===== config.mk =====
export PLATFORM = sky130hd
export DESIGN_NAME = instr_fetch_unit
export DESIGN_NICKNAME = d
export VERILOG_FILES = /design/src/rtl/fetch_pkg.sv /design/src/rtl/fetch_fifo.sv /design/src/rtl/instr_fetch_unit.sv
export SDC_FILE = /design/constraint.sdc
export NUM_CORES = 1
export LEC_CHECK = 0
export BUFFER_PORTS_ARGS = -buffer_cell sky130_fd_sc_hd__buf_2
export CAP_MARGIN = 20
export CORE_UTILIZATION = 30
export DETAILED_ROUTE_END_ITERATION = 10
export PLACE_DENSITY = 0.48
export SLEW_MARGIN = 20
export SYNTH_ARGS = -nofsm -noshare
export SYNTH_HDL_FRONTEND = slang
export SYNTH_HIERARCHICAL = 1
export SYNTH_SLANG_ARGS = --single-unit

===== constraint.sdc =====
create_clock -name clk -period 11.2 [get_ports clk]
set_clock_uncertainty 0.15 [all_clocks]
set_input_delay 0 -clock clk [delete_from_list [all_inputs] [get_ports clk]]
set_output_delay 0 -clock clk [all_outputs]
set_load 0.005 [all_outputs]

===== src/rtl/fetch_pkg.sv =====
// Shared types and constants for the instruction fetch front end.
package fetch_pkg;

    localparam int unsigned XLEN = 32;
    localparam logic [XLEN-1:0] RESET_PC_DEFAULT = 32'h0000_0000;
    localparam logic [XLEN-1:0] NOP = 32'h0000_0013;

    typedef enum logic [1:0] {
        IDLE  = 2'd0,
        RUN   = 2'd1,
        FLUSH = 2'd2
    } fetch_state_e;

    typedef struct packed {
        logic [XLEN-1:0] pc;
        logic [XLEN-1:0] instr;
    } fetch_entry_t;

    localparam int unsigned ENTRY_W = $bits(fetch_entry_t);

endpackage


===== src/rtl/fetch_fifo.sv =====
// Small synchronous FIFO; flush wins over push, push allowed when full if a pop frees a slot.
module fetch_fifo #(
    parameter int unsigned WIDTH = 32,
    parameter int unsigned DEPTH = 2,
    localparam int unsigned CNT_W = $clog2(DEPTH + 1)
) (
    input  logic             clk,
    input  logic             rst_n,
    input  logic             flush,
    input  logic             push,
    input  logic [WIDTH-1:0] push_data,
    input  logic             pop,
    output logic [WIDTH-1:0] head,
    output logic             full,
    output logic             empty,
    output logic [CNT_W-1:0] count
);

    localparam int unsigned PTR_W = $clog2(DEPTH);

    logic [WIDTH-1:0] mem_q [DEPTH];
    logic [WIDTH-1:0] mem_d [DEPTH];
    logic [PTR_W-1:0] wr_q, wr_d;
    logic [PTR_W-1:0] rd_q, rd_d;
    logic [CNT_W-1:0] cnt_q, cnt_d;
    logic             do_push;
    logic             do_pop;

    assign full  = (cnt_q == CNT_W'(DEPTH));
    assign empty = (cnt_q == '0);
    assign count = cnt_q;
    assign head  = mem_q[rd_q];

    // Pointer, occupancy and storage update.
    always_comb begin
        do_pop  = pop && !empty;
        do_push = push && (!full || do_pop);
        mem_d   = mem_q;
        wr_d    = wr_q;
        rd_d    = rd_q;
        cnt_d   = cnt_q;
        if (flush) begin
            wr_d  = '0;
            rd_d  = '0;
            cnt_d = '0;
        end else begin
            if (do_push) begin
                mem_d[wr_q] = push_data;
                wr_d        = wr_q + PTR_W'(1);
            end
            if (do_pop) begin
                rd_d = rd_q + PTR_W'(1);
            end
            cnt_d = cnt_q + CNT_W'(do_push) - CNT_W'(do_pop);
        end
    end

    // State registers.
    always_ff @(posedge clk or negedge rst_n) begin
        if (!rst_n) begin
            for (int unsigned i = 0; i < DEPTH; i++) begin
                mem_q[i] <= '0;
            end
            wr_q  <= '0;
            rd_q  <= '0;
            cnt_q <= '0;
        end else begin
            mem_q <= mem_d;
            wr_q  <= wr_d;
            rd_q  <= rd_d;
            cnt_q <= cnt_d;
        end
    end

    // A push that cannot be stored means the issue logic broke its own space guarantee.
    always_ff @(posedge clk) begin
        if (rst_n && !flush) begin
            assert (!(push && full && !do_pop));
        end
    end

endmodule


===== src/rtl/instr_fetch_unit.sv =====
// Fetch front end: PC generation, memory request issue, in-order instruction queue, redirect flush.
module instr_fetch_unit
    import fetch_pkg::*;
#(
    parameter logic [XLEN-1:0] RESET_PC        = RESET_PC_DEFAULT,
    parameter int unsigned     FIFO_DEPTH      = 2,
    parameter int unsigned     MAX_OUTSTANDING = 2
) (
    input  logic            clk,
    input  logic            rst_n,
    output logic            imem_req_valid,
    input  logic            imem_req_ready,
    output logic [XLEN-1:0] imem_req_addr,
    input  logic            imem_rsp_valid,
    input  logic [XLEN-1:0] imem_rsp_data,
    input  logic            redirect_valid,
    input  logic [XLEN-1:0] redirect_pc,
    output logic            instr_valid,
    input  logic            instr_ready,
    output logic [XLEN-1:0] instr_o,
    output logic [XLEN-1:0] instr_pc_o
);

    localparam int unsigned CNT_W = $clog2(FIFO_DEPTH + 1);
    localparam int unsigned OCC_W = CNT_W + 1;

    fetch_state_e      state_q, state_d;
    logic [XLEN-1:0]   pc_q, pc_d;
    logic [CNT_W-1:0]  out_q, out_d;
    logic [CNT_W-1:0]  discard_q, discard_d;

    logic              pop_c;
    logic [OCC_W-1:0]  occ_c;
    logic              req_valid_c;
    logic              req_fire_c;
    logic              rsp_keep_c;

    fetch_entry_t      q_push_data;
    fetch_entry_t      q_head;
    logic              q_full, q_empty;
    logic [CNT_W-1:0]  q_count;

    logic [XLEN-1:0]   tag_head;
    logic              tag_full, tag_empty;
    logic [CNT_W-1:0]  tag_count;

    // Handshakes. The request valid counts a pop happening this cycle as freed space,
    // which keeps one request per cycle flowing against a full-rate decoder; once raised
    // it cannot drop without a transfer because occupancy only falls until the next transfer.
    always_comb begin
        pop_c       = !q_empty && instr_ready;
        occ_c       = OCC_W'(q_count) + OCC_W'(out_q) - OCC_W'(pop_c);
        req_valid_c = (state_q == RUN) && (occ_c < OCC_W'(FIFO_DEPTH))
                      && (out_q < CNT_W'(MAX_OUTSTANDING));
        req_fire_c  = req_valid_c && imem_req_ready;
        rsp_keep_c  = imem_rsp_valid && (discard_q == '0) && !redirect_valid;
    end

    // Next-state: PC, outstanding count, discard count and FSM.
    always_comb begin
        state_d   = state_q;
        pc_d      = pc_q;
        out_d     = out_q + CNT_W'(req_fire_c) - CNT_W'(imem_rsp_valid);
        discard_d = discard_q;
        if (req_fire_c) begin
            pc_d = pc_q + XLEN'(4);
        end
        unique case (state_q)
            IDLE: begin
                state_d = RUN;
            end
            RUN: begin
                if (redirect_valid) begin
                    discard_d = out_d;
                    if (out_d != '0) begin
                        state_d = FLUSH;
                    end
                end
            end
            FLUSH: begin
                if (imem_rsp_valid) begin
                    discard_d = discard_q - CNT_W'(1);
                end
                if (discard_q == '0) begin
                    state_d = RUN;
                end
            end
            default: begin
                state_d = IDLE;
            end
        endcase
        if (redirect_valid) begin
            pc_d = {redirect_pc[XLEN-1:2], 2'b00};
        end
    end

    // State registers.
    always_ff @(posedge clk or negedge rst_n) begin
        if (!rst_n) begin
            state_q   <= IDLE;
            pc_q      <= RESET_PC;
            out_q     <= '0;
            discard_q <= '0;
        end else begin
            state_q   <= state_d;
            pc_q      <= pc_d;
            out_q     <= out_d;
            discard_q <= discard_d;
        end
    end

    // Queue entry formed from the response word and the PC tag of its request.
    always_comb begin
        q_push_data       = '0;
        q_push_data.pc    = tag_head;
        q_push_data.instr = imem_rsp_data;
    end

    fetch_fifo #(
        .WIDTH (ENTRY_W),
        .DEPTH (FIFO_DEPTH)
    ) u_instr_q (
        .clk       (clk),
        .rst_n     (rst_n),
        .flush     (redirect_valid),
        .push      (rsp_keep_c),
        .push_data (q_push_data),
        .pop       (pop_c),
        .head      (q_head),
        .full      (q_full),
        .empty     (q_empty),
        .count     (q_count)
    );

    fetch_fifo #(
        .WIDTH (XLEN),
        .DEPTH (FIFO_DEPTH)
    ) u_tag_q (
        .clk       (clk),
        .rst_n     (rst_n),
        .flush     (redirect_valid),
        .push      (req_fire_c),
        .push_data (pc_q),
        .pop       (rsp_keep_c),
        .head      (tag_head),
        .full      (tag_full),
        .empty     (tag_empty),
        .count     (tag_count)
    );

    assign imem_req_valid = req_valid_c;
    assign imem_req_addr  = pc_q;
    assign instr_valid    = !q_empty;
    assign instr_o        = q_empty ? '0 : q_head.instr;
    assign instr_pc_o     = q_empty ? '0 : q_head.pc;

    logic unused_ok;
    assign unused_ok = ^{q_full, tag_full, tag_empty, tag_count, redirect_pc[1:0]};

endmodule

==> results.ini <==
[outcome]
status=completed

[logic_synthesis]
netlist_area_um2=11880
yosysWarnings=6
synthCells=913
avgSynthCellArea_um2=13.02

[routing]
vias=8044
wl_met1_um=15260
dr.pass1.iters=4
viasPerCell=4.732
drtIter0Drc=266
wirelength_um=31080
wl_met3_um=1230
wl_met2_um=13960
drc_errors=0
top_layer=met4
wl_per_cell_um=18.28
ant_nets=0

[final_layout]
syn2layout_area_growth_pct=27.04
nFillCells=3768
final_cell_mix=234 x dfrtp_1, 194 x mux2_2, 162 x buf_2
drive_gt1_frac=0.4416
n_antenna_cell=0
final_common_cell=dfrtp_1
nets=1242

[sta]
timing.fmax_mhz=213.5
worst_pin_slew_ps=958.8
fin_crit_sh=0.4182
rsz0062_at_grt=no
fin_tns_setup_ps=0
report.final.slew_viol_count=0
final-setup-viol-count=0
min_period_ps=4684
hold_viol=0
slew_headroom=0.3608

[global_routing]
grt_max_degree=72
grt_pass1_wl_um=49820
grt_overflow=0
grt_antenna_before_repair=0
grt_pass1_vias=8388
grt.total_usage=0.1561

[worst_setup_path]
critPathCapture=u_tag_q/mem_q[4]
r2r_start=u_instr_q/count[1]
cp_cell_sequence=nor2_4 -> nor2b_1 -> ha_1 -> nand2b_1 -> fa_1 -> xor2_1 -> nand3_1 -> clkinv_1 -> and4b_2 -> buf_4 -> mux2_4
crit_fanout=18
cp.depth=11
crit_type=reg -> reg
critPathSlowestCell=and4b_2
critPathRequiredTime_ps=11500
startpoint=u_instr_q/count[1]
cp_num_buf_inv=2
path_delay_family=simple AND/OR/NAND/NOR gates
reg2reg_depth=11
cp_slowest_stage_delay_ps=780
end_kind=register
reg2reg_slack_ps=6520
crit_arrival_ps=4980
worstSetupStartpointType=register
r2r-end=u_tag_q/mem_q[4]

[cts]
cts_tree=built
cts_buffer_depth=3
clock-sinks=236
numCtsBuffers=30
insertion_delay_ps=570
path_clk_slew_ps=60
htreeDepth=1
postCtsSetupRepairBufs=0
cts_root_buffer=clkbuf_16

[placement]
dp_hpwl_um=18520
routabilityCongestion=0.7734
portBuffers=163

[floorplanning]
fp.dieW_um=201.0
core_region_area_um2=38830
initial_utilization=0.3061
die_h_um=201.0
fp-row-count=72
io_pins=168
dieArea_um2=40410

[pwr]
ir_drop_v=0.00009780
p_leak_nw=7.004
power_density_nw_per_um2=184.1
p_total_w=0.002779

[run]
max_cap_viol_count=0

[hold_path]
worstHoldStart=imem_req_ready
holdCritPathClass=in -> reg

## how the worst min path moves through the flow
| stage | end | slack, ps | cells after the start |
|---|---|---|---|
| global placement | u_instr_q/mem_q[57] | -20 | 1 |
| finish | imem_req_addr[9] | 60 | 4 |
| CTS | imem_req_addr[9] | 20 | 4 |
| detailed placement | u_instr_q/mem_q[57] | -20 | 1 |
| global route | u_instr_q/mem_q[29] | 60 | 3 |
| floorplan | discard_q[0] | -450 | 0 |
## worst min-delay path: cells and delay by family
family	cells	cell delay (ps)
AND/OR/NAND/NOR	2	520
buffers and inverters	1	140
AO/OA/AOI/OAI	1	70
## state kept, by name, indices dropped and copies added, names as in the netlist
signal,cells
u_instr_q/mem_q,128
u_tag_q/mem_q,64
imem_req_addr,30
discard_q,2
out_q,2
state_q,2
u_instr_q/count,2
u_tag_q/count,2
u_instr_q/rd_q,1
u_instr_q/wr_q,1
u_tag_q/rd_q,1
u_tag_q/wr_q,1
## routing by layer
metal	vias to the layer above	GRT usage
met3	39	0.02841
li1	3777	-
met5	-	0
met1	4057	0.2218
met2	171	0.2449
met4	0	0.03626
## cell type report
type | instances | area [um^2] | share of cell area
multi-input combinational | 609 | 5637 | 0.3734
clock buffer | 45 | 887.1 | 0.05876
clock inverter | 8 | 105.1 | 0.006962
sequential | 236 | 5911 | 0.3915
timing repair buffer | 265 | 1838 | 0.1217
inverter | 19 | 71.32 | 0.004724
tap | 518 | 648.1 | 0.04293
## what timing repair did
item,CTS,global route
hold buffers,90,0
gates resized for setup,0,0
hold endpoints to repair,206,0
## power breakdown
part           internal (W)  leakage [nW]  switching [W]  total [W]
Combinational      0.000394          3.42       0.000241   0.000635
Clock              0.000588         0.490       0.000376   0.000964
Sequential          0.00106          3.09       0.000121    0.00118
## stage by stage
step	area (um^2)	setup slack [ps]	hold WS, ps	utilization	cells
after detailed placement	13180	6543	-24.42	0.3395	1557
final	15100	6516	55.48	0.3888	1700
after CTS	15090	6537	17.22	0.3887	1700
after global placement	13180	6620	-22.22	0.3395	1557
after floorplan	11900	7454	-445.6	-	918
after global routing	15100	6256	61.89	0.3888	1700
Power figures use the tool's default switching activity.
